===== src/rtl/ddc_chan_mux_sched.sv =====
// Round-robin scheduler sharing one sample bus between NUM_CH decimated DDC channel streams.
// Optional build macro DDC_MUX_SCHED_PRIO_EN gives channel 0 strict priority over the rotation.
module ddc_chan_mux_sched #(
  parameter int NUM_CH     = 4,
  parameter int DATA_WIDTH = 24,
  parameter int GAP_CYCLES = 2
) (
  input  logic                         CLK,
  input  logic                         nRST,
  input  logic [NUM_CH*DATA_WIDTH-1:0] Ch_Data_In,
  input  logic [NUM_CH-1:0]            Ch_Valid_In,
  input  logic [NUM_CH-1:0]            Ch_Enable,
  input  logic                         Ovr_Clr,
  output logic [DATA_WIDTH-1:0]        Data_Out,
  output logic                         Data_Out_Valid,
  output logic [3:0]                   Data_Out_ChIdx,
  output logic [NUM_CH-1:0]            Overrun_Flag
);

  // state   | meaning
  // IDLE    | waiting for a pending channel; grants on the edge one is found
  // ISSUE   | output pulse is on the bus for this cycle
  // GAP     | forced idle spacing before the next grant
  typedef enum logic [1:0] {
    ST_IDLE  = 2'd0,
    ST_ISSUE = 2'd1,
    ST_GAP   = 2'd2
  } state_t;

  localparam logic [7:0] GAP_LOAD = (GAP_CYCLES > 0) ? 8'(GAP_CYCLES - 1) : 8'd0;
  localparam logic [3:0] LAST_RST = 4'(NUM_CH - 1);

  state_t                  state_q, state_d;
  logic [7:0]              gap_q, gap_d;
  logic [3:0]              last_q, last_d;
  logic [NUM_CH-1:0]       pend_q, pend_d;
  logic [NUM_CH-1:0]       ovr_q, ovr_d;
  logic [DATA_WIDTH-1:0]   hold_q [NUM_CH];
  logic [DATA_WIDTH-1:0]   hold_d [NUM_CH];
  logic [DATA_WIDTH-1:0]   dout_q, dout_d;
  logic                    dvalid_q, dvalid_d;
  logic [3:0]              chidx_q, chidx_d;

  logic                    grant_v;
  logic [3:0]              gnt;
  logic [4:0]              cand;
  logic [DATA_WIDTH-1:0]   gnt_data;

  // Reset leaves last_q at NUM_CH-1 so the rotation starts at channel 0.
  always_comb begin
    grant_v = 1'b0;
    gnt     = 4'd0;
    cand    = 5'd0;
    if (state_q == ST_IDLE && |pend_q) begin
`ifdef DDC_MUX_SCHED_PRIO_EN
      if (pend_q[0]) begin
        grant_v = 1'b1;
        gnt     = 4'd0;
      end
`endif
      for (int i = 1; i <= NUM_CH; i++) begin
        cand = {1'b0, last_q} + 5'(i);
        if (cand >= 5'(NUM_CH)) cand = cand - 5'(NUM_CH);
        for (int k = 0; k < NUM_CH; k++) begin
          if (!grant_v && cand[3:0] == 4'(k) && pend_q[k]) begin
            grant_v = 1'b1;
            gnt     = 4'(k);
          end
        end
      end
    end
  end

  always_comb begin
    gnt_data = '0;
    for (int k = 0; k < NUM_CH; k++) begin
      if (gnt == 4'(k)) gnt_data = hold_q[k];
    end
  end

  always_comb begin
    state_d  = state_q;
    gap_d    = gap_q;
    last_d   = last_q;
    dout_d   = dout_q;
    dvalid_d = 1'b0;
    chidx_d  = 4'd0;
    case (state_q)
      ST_IDLE: begin
        if (grant_v) begin
          dout_d   = gnt_data;
          dvalid_d = 1'b1;
          chidx_d  = gnt + 4'd1;
`ifdef DDC_MUX_SCHED_PRIO_EN
          if (gnt != 4'd0) last_d = gnt;
`else
          last_d   = gnt;
`endif
          state_d  = ST_ISSUE;
        end
      end
      ST_ISSUE: begin
        if (GAP_CYCLES > 0) begin
          gap_d   = GAP_LOAD;
          state_d = ST_GAP;
        end else begin
          state_d = ST_IDLE;
        end
      end
      ST_GAP: begin
        if (gap_q == 8'd0) state_d = ST_IDLE;
        else               gap_d   = gap_q - 8'd1;
      end
      default: state_d = ST_IDLE;
    endcase
  end

  // A capture on the granting edge keeps the channel pending and is not an overrun.
  always_comb begin
    for (int k = 0; k < NUM_CH; k++) begin
      logic cap, gk;
      cap = Ch_Valid_In[k] & Ch_Enable[k];
      gk  = grant_v && (gnt == 4'(k));
      hold_d[k] = cap ? Ch_Data_In[k*DATA_WIDTH +: DATA_WIDTH] : hold_q[k];
      if (!Ch_Enable[k]) pend_d[k] = 1'b0;
      else if (cap)      pend_d[k] = 1'b1;
      else if (gk)       pend_d[k] = 1'b0;
      else               pend_d[k] = pend_q[k];
      ovr_d[k] = (Ovr_Clr ? 1'b0 : ovr_q[k]) | (cap & pend_q[k] & ~gk);
    end
  end

  always_ff @(posedge CLK or negedge nRST) begin
    if (!nRST) begin
      state_q  <= ST_IDLE;
      gap_q    <= 8'd0;
      last_q   <= LAST_RST;
      pend_q   <= '0;
      ovr_q    <= '0;
      dout_q   <= '0;
      dvalid_q <= 1'b0;
      chidx_q  <= 4'd0;
      for (int k = 0; k < NUM_CH; k++) hold_q[k] <= '0;
    end else begin
      state_q  <= state_d;
      gap_q    <= gap_d;
      last_q   <= last_d;
      pend_q   <= pend_d;
      ovr_q    <= ovr_d;
      dout_q   <= dout_d;
      dvalid_q <= dvalid_d;
      chidx_q  <= chidx_d;
      for (int k = 0; k < NUM_CH; k++) hold_q[k] <= hold_d[k];
    end
  end

  assign Data_Out       = dout_q;
  assign Data_Out_Valid = dvalid_q;
  assign Data_Out_ChIdx = chidx_q;
  assign Overrun_Flag   = ovr_q;

endmodule


===== config.mk =====
export PLATFORM = sky130hd
export DESIGN_NAME = ddc_chan_mux_sched
export DESIGN_NICKNAME = d
export VERILOG_FILES = /design/src/rtl/ddc_chan_mux_sched.sv
export SDC_FILE = /design/constraint.sdc
export NUM_CORES = 1
export LEC_CHECK = 0
export ABC_AREA = 1
export CAP_MARGIN = 20
export CORE_MARGIN = 1.5
export CORE_UTILIZATION = 48
export CTS_CLUSTER_DIAMETER = 120
export DETAILED_ROUTE_END_ITERATION = 8
export PLACE_DENSITY = 0.76
export SYNTH_ARGS = -nofsm -noshare
export SYNTH_HDL_FRONTEND = slang
export SYNTH_SLANG_ARGS = --single-unit

===== constraint.sdc =====
create_clock -name CLK -period 3.4 [get_ports CLK]
set_clock_uncertainty 0.05 [all_clocks]
set_input_delay 0.68 -clock CLK [delete_from_list [all_inputs] [get_ports CLK]]
set_output_delay 0.68 -clock CLK [all_outputs]
set_load 0.02 [all_outputs]

==> impl_metrics.env, run 1 <==
export IMPL_finalCoreUtilization_pct=66.30
export IMPL_layout_commonest_cell="dfrtp_1"
export IMPL_synth_warnings=0
export IMPL_viasPerCell=5.343
export IMPL_synthMuxAreaShare_pct=8.380
export IMPL_synth_xor_area_share_pct=0.4074
export IMPL_routed_wl_um=17400
export IMPL_grt_pass1_wl_um=27850
export IMPL_r2r_end="Data_Out[22]"
export IMPL_die_area_mm2=0.01414
export IMPL_ys_ff_latch=144
export IMPL_ctsHoldBuffers=0
export IMPL_vias=5407
export IMPL_synth_main_ff_cell="dfrtp_1"
export IMPL_synth_edff_count=0
export IMPL_p_clk_share_pct=26.1
export IMPL_synth_compound_area_share_pct=12.09
export IMPL_yosysSeqAreaShare_pct=55.91
export IMPL_cts_buffers=17
export IMPL_grt_overflow=0
export IMPL_avgSynthCellArea_um2=9.416
export IMPL_cts_tree="yes"
export IMPL_async_flop_share_pct=100.0
export IMPL_clockBufferDepth=2
export IMPL_cp_data_required_time_ns=3.65
export IMPL_r2r_cells=21
export IMPL_crit_buf_inv=3
export IMPL_cpLargestDelayFamily="simple AND/OR/NAND/NOR gates"
export IMPL_io_buffers=138
export IMPL_critPathLaunchType="register"
export IMPL_crit_chain="nor2_2 -> nand2_1 -> nand2_2 -> nor2_2 -> nand4_2 -> nor2_2 -> nand4_2 -> nor2_2 -> nand3_1 -> nand2_1 -> nand2_2 -> inv_1 -> ha_1 -> inv_2 -> nand2_1 -> buf_6 -> o221ai_1 -> o21ai_0 -> o21ai_0 -> nand2_1 -> nand2_1"
export IMPL_worst_ep_arrival_time_ns=3.48
export IMPL_rows=42
export IMPL_syn_to_final_growth_pct=35.58
export IMPL_netlist_instances=685
export IMPL_antenna_found_initial=0
export IMPL_hold_violations=0
export IMPL_initial_core_util_pct=48.90
export IMPL_hpwl_um=12260
export IMPL_core_area_mm2=0.01319
export IMPL_grt_pass1_vias=5555
export IMPL_synth_top_family_by_area="simple AND/OR/NAND/NOR gates"
export IMPL_fin_crit_sh_pct=95.00
export IMPL_crit_path_end_kind="register"
export IMPL_syn_area_mm2=0.006450
export IMPL_maxCapViolations=0
export IMPL_drt_iter0_drc=385
export IMPL_p_comb_share_pct=42.7
export IMPL_slew_viol_final=0
export IMPL_cp_common_cell="nand2_1"
export IMPL_synth_cell_types=32
export IMPL_tightest_slew_ns=0.7086
export IMPL_synth_simple_area_share_pct=14.90
export IMPL_final_nets=936
export IMPL_syn_num_nets=798
export IMPL_power_leakage_nw=4.054
export IMPL_slew_headroom_pct=52.76
export IMPL_gp_congestion=0.8622
export IMPL_ir_drop_v=0.0004495
export IMPL_rsz0062_at_grt="true"
export IMPL_cts_sinks=144
export IMPL_p_sw_w=0.002835
export IMPL_ctsHtreeMaxLevel=4
export IMPL_finalPower_w=0.007562
export IMPL_grt_max_degree=76
export IMPL_pin_count=140
export IMPL_reg2reg_slack_ns=0.17
export IMPL_intPower_w=0.004728
export IMPL_slowest_delay_ns=0.61
export IMPL_grt_usage_pct=25.67
export IMPL_slowest_stage="dfstp_2"
export IMPL_setup_viol=0
export IMPL_synthAdderAreaFrac_pct=1.164
export IMPL_fillers=978
export IMPL_clock_fmax_ghz=0.3096
export IMPL_cp_max_fo=14
export IMPL_swShare_pct=37.48
export IMPL_clk_latency_ns=0.41
export IMPL_cts_root_buf="clkbuf_16"
export IMPL_power_density_mw_per_mm2=864.8
export IMPL_die_w_um=118.9
export IMPL_r2r_start="last_q[1]"
export IMPL_ant_nets=0
export IMPL_die_y_um=118.9
export IMPL_drive_gt1_share_pct=14.61
export IMPL_final_cell_mix="dfrtp_1, clkdlybuf4s50_1, nand2_1"
export IMPL_route_detailed_drc=0
export IMPL_fin_crit_ns=3.230
export IMPL_clk_pin_slew_ns=0.06
export IMPL_status="finished, final reports clean"
export IMPL_seqPwrFrac_pct=31.1
export IMPL_drt_pass1_iter_count=5
export IMPL_criticalPathCategory="reg2reg"
export IMPL_hp_class="in2async"
export IMPL_wire_per_inst_um=17.19
[power groups by stage]
stage	Clock [W]	Combinational (W)	Sequential (W)
5_1_grt	0.00208	0.00355	0.00240
2_1_floorplan	0	0.00172	0.00250
4_1_cts	0.00200	0.00307	0.00235
6_report	0.00197	0.00323	0.00236
3_5_place_dp	0	0.00303	0.00237
3_3_place_gp	0	0.00292	0.00236
[cell type report]
class	count	area [um^2]	area share, %
repair buffers	156	1541	17.63
clock buffers	21	470.5	5.380
diodes	1	2.502	0.02862
multi-input cells	423	2441	27.92
flip-flops and latches	144	3606	41.24
clock inverters	10	158.9	1.817
well taps	176	220.2	2.518
inverters	81	304.0	3.477
[per-stage QoR]
stage	std cells	TNS (ns)	instance area, um^2	hold WS, ns	worst slack (ns)
after floorplan	685	0	6450	0.3344	0.4168
after global placement	978	0	8031	0.4132	0.3045
after detailed placement	978	0	8031	0.4152	0.1102
after CTS	1009	0	8661	0.2685	0.01144
after global routing	1011	-0.1721	8742	0.2897	-0.04285
final	1012	0	8745	0.2503	0.1701
[repair_timing]
item / in CTS / in global routing
gates resized for setup: 0 / 22
buffers inserted: 0 / 2
endpoints found under the setup margin: 0 / 23
[cells by family (layout without fill, tap and decap cells)]
group                    after synthesis  count (layout)
adder cells (fa/ha/maj)                6               6
AND/OR/NAND/NOR                      231             231
AO/OA/AOI/OAI                        134             134
flip-flops                           144             144
XOR/XNOR                               3               3
multiplexers                          48              48
buffers and inverters                118             268
other                                  1               2
[metal layers]
metal / wire length, um / track usage [%]
met2: 8602 / 42.81
met5: 0 / 0
met4: 829 / 13.55
met3: 1140 / 5.747
met1: 6826 / 31.26
[how the worst max path moves through the flow]
stage,from,end,cells after the start
floorplan,last_q[1],Data_Out[10],22
global placement,last_q[1],Data_Out[18],20
detailed placement,last_q[1],Data_Out[18],20
CTS,last_q[1],Data_Out[23],20
global route,last_q[1],Data_Out[5],21
finish,last_q[1],Data_Out[22],21
[cell usage after synthesis (3+ instances only)]
master	number	area, um^2
dfrtp_1	142	3553
nand2_1	127	476.7
inv_1	79	296.5
nor2_1	66	247.7
o21ai_0	52	260.3
a21oi_1	49	245.2
mux2_2	48	540.5
clkbuf_1	32	120.1
o221ai_1	24	210.2
nand3_1	14	70.07
ha_1	6	75.07
nor2_2	5	31.28
nor3_1	5	25.02
o22ai_1	5	31.28
buf_4	4	30.03
nand2_2	3	18.77
[flip-flops by register name, summed over array words and instances, names as in the netlist]
register	count
Data_Out_Valid	1
Data_Out	24
gap_q	8
pend_q	4
last_q	2
Overrun_Flag	4
state_q	2
hold_q	96
Data_Out_ChIdx	3
No activity file was read; power rests on OpenSTA's default activity.
==> inputs of run 2 (changes only) <==
- CORE_UTILIZATION: 48 -> 43
- PLACE_DENSITY: 0.76 -> 0.69
==> run 2 against run 1 <==
  * Global-route usage decreased by 2.4 points
  * Sequential power about the same
  * Worst setup slack worse by 0.029 ns
  * Die area is 11% higher
  * Utilization fell by 5.7 points
  * Hold slack got worse by 0.069 ns
  * Largest power group unchanged
  * Count of clock-buffer cells in the layout shrank 2
  * Sequential share of layout area shrank 0.42 points
  * Clock power hardly changed
==> impl_metrics.env, run 2 (same netlist as run 1, synthesis figures left out) <==
export IMPL_ir_drop_v=0.0005039
export IMPL_crit_buf_inv=2
export IMPL_power_leakage_nw=4.066
export IMPL_cts_root_buf="clkbuf_16"
export IMPL_syn_to_final_growth_pct=36.97
export IMPL_worst_ep_arrival_time_ns=3.57
export IMPL_final_setup_tns_ns=0
export IMPL_finalWorstSetupSlack_ns=0.1415
export IMPL_clockBufferDepth=2
export IMPL_tightest_slew_ns=0.5523
export IMPL_grt_overflow=0
export IMPL_fillers=1211
export IMPL_slowest_stage="dfstp_2"
export IMPL_clk_latency_ns=0.43
export IMPL_pin_count=140
export IMPL_viasPerCell=5.368
export IMPL_slew_headroom_pct=63.18
export IMPL_die_w_um=125.5
export IMPL_drive_gt1_share_pct=15.79
export IMPL_clock_fmax_ghz=0.3069
export IMPL_grt_pass1_wl_um=28530
export IMPL_maxCapViolations=0
export IMPL_finalCoreUtilization_pct=60.56
export IMPL_cpLargestDelayFamily="simple AND/OR/NAND/NOR gates"
export IMPL_fin_crit_sh_pct=95.84
export IMPL_criticalPathCategory="reg2reg"
export IMPL_fin_crit_ns=3.258
export IMPL_gp_congestion=0.9431
export IMPL_largest_register="hold_q"
export IMPL_die_y_um=125.5
export IMPL_insertedDiodeCount=0
export IMPL_r2r_start="last_q[1]"
export IMPL_critPathLaunchType="register"
export IMPL_slowest_delay_ns=0.61
export IMPL_cts_buffers=17
export IMPL_largest_reg_flops=96
export IMPL_io_buffers=138
export IMPL_ctsHtreeMaxLevel=4
export IMPL_startpoint="last_q[1]"
export IMPL_hpwl_um=12510
export IMPL_clk_pin_slew_ns=0.06
export IMPL_hp_class="in2async"
export IMPL_vias=5475
export IMPL_wire_per_inst_um=17.71
export IMPL_initial_core_util_pct=44.21
export IMPL_core_area_mm2=0.01459
export IMPL_ant_nets=0
export IMPL_final_cell_mix="dfrtp_1, clkdlybuf4s50_1, nand2_1"
export IMPL_hold_violations=0
export IMPL_power_density_mw_per_mm2=885.6
export IMPL_rows=44
export IMPL_layout_commonest_cell="dfrtp_1"
export IMPL_drt_pass1_iter_count=7
export IMPL_status="finished, final reports clean"
export IMPL_finalPower_w=0.007824
export IMPL_cp_max_fo=10
export IMPL_grt_usage_pct=23.26
export IMPL_slew_viol_final=0
export IMPL_grt_max_degree=57
export IMPL_final_nets=936
export IMPL_die_area_mm2=0.01574
export IMPL_holdWs_ns=0.1812
export IMPL_crit_chain="nor2_2 -> nand2_2 -> nand3_2 -> nor2_2 -> nand4_2 -> nor2_2 -> nand4_2 -> nor2_2 -> nand3_2 -> nand3_2 -> nand2_2 -> ha_1 -> inv_2 -> nand2_4 -> buf_12 -> o221ai_1 -> o21ai_0 -> o21ai_0 -> nand2_1 -> nand2_1"
export IMPL_ctsHoldBuffers=0
export IMPL_route_detailed_drc=0
export IMPL_cts_sinks=144
export IMPL_grt_pass1_vias=5597
export IMPL_cp_data_required_time_ns=3.71
export IMPL_cp_common_cell="nor2_2"
export IMPL_cts_tree="yes"
export IMPL_drt_iter0_drc=383
export IMPL_pre_cts_ws_ns=0.06844
export IMPL_crit_path_end_kind="register"
export IMPL_antenna_found_initial=0
export IMPL_setup_viol=0
export IMPL_routed_wl_um=18060
-- run 2: worst paths after layout --
| check | to | slack, ns | cells after the start |
|---|---|---|---|
| max reg2reg | Data_Out[7] | 0.14 | 20 |
| min in group CLK | Data_Out[14] | 0.43 | 2 |
| min reg2reg | Data_Out[14] | 0.43 | 2 |
| max in group asynchronous | Data_Out[5] | 2.25 | 2 |
| min | Data_Out[0] | 0.18 | 1 |
| max | Data_Out[7] | 0.14 | 20 |
-- run 2: repair_timing --
| action | in CTS | in global routing |
|---|---|---|
| endpoints found under the setup margin | 0 | 24 |
| endpoints found under the hold margin | 0 | 0 |
| setup buffers | 0 | 3 |
| resized for setup | 0 | 39 |
-- run 2: per-stage QoR --
| step | instances | area, um^2 |
|---|---|---|
| 4_1_cts | 1015 | 8662 |
| 3_5_place_dp | 983 | 8031 |
| 5_1_grt | 1020 | 8835 |
| 6_report | 1020 | 8835 |
| 2_1_floorplan | 685 | 6450 |
| 3_3_place_gp | 983 | 8031 |
-- run 2: layer usage --
metal  vias to the layer above  global-route usage, %  part of all wire [%]
met3                        61                  6.418                   7.5
met2                       251                  38.49                    50
met4                         0                  10.70                   3.5
met5                         -                      0                     0
met1                      2643                  28.31                    40
li1                       2520                      -                     -
-- run 2: report_power, final --
part,total (W),internal [W],switching (W)
sequential,0.00236,0.00212,0.000236
clock,0.00198,0.00125,0.000730
combinational,0.00349,0.00147,0.00202
total,0.00782,0.00484,0.00299
-- run 2: cell type report --
cell class                 count  area (um^2)  share of cell area, %
tap                          184        230.2                  2.606
sequential                   144         3606                  40.82
clock buffer                  19        442.9                  5.013
timing repair buffer         156         1590                  18.00
inverter                      81        306.5                  3.470
multi-input combinational    423         2471                  27.97
clock inverter                13        187.7                  2.124
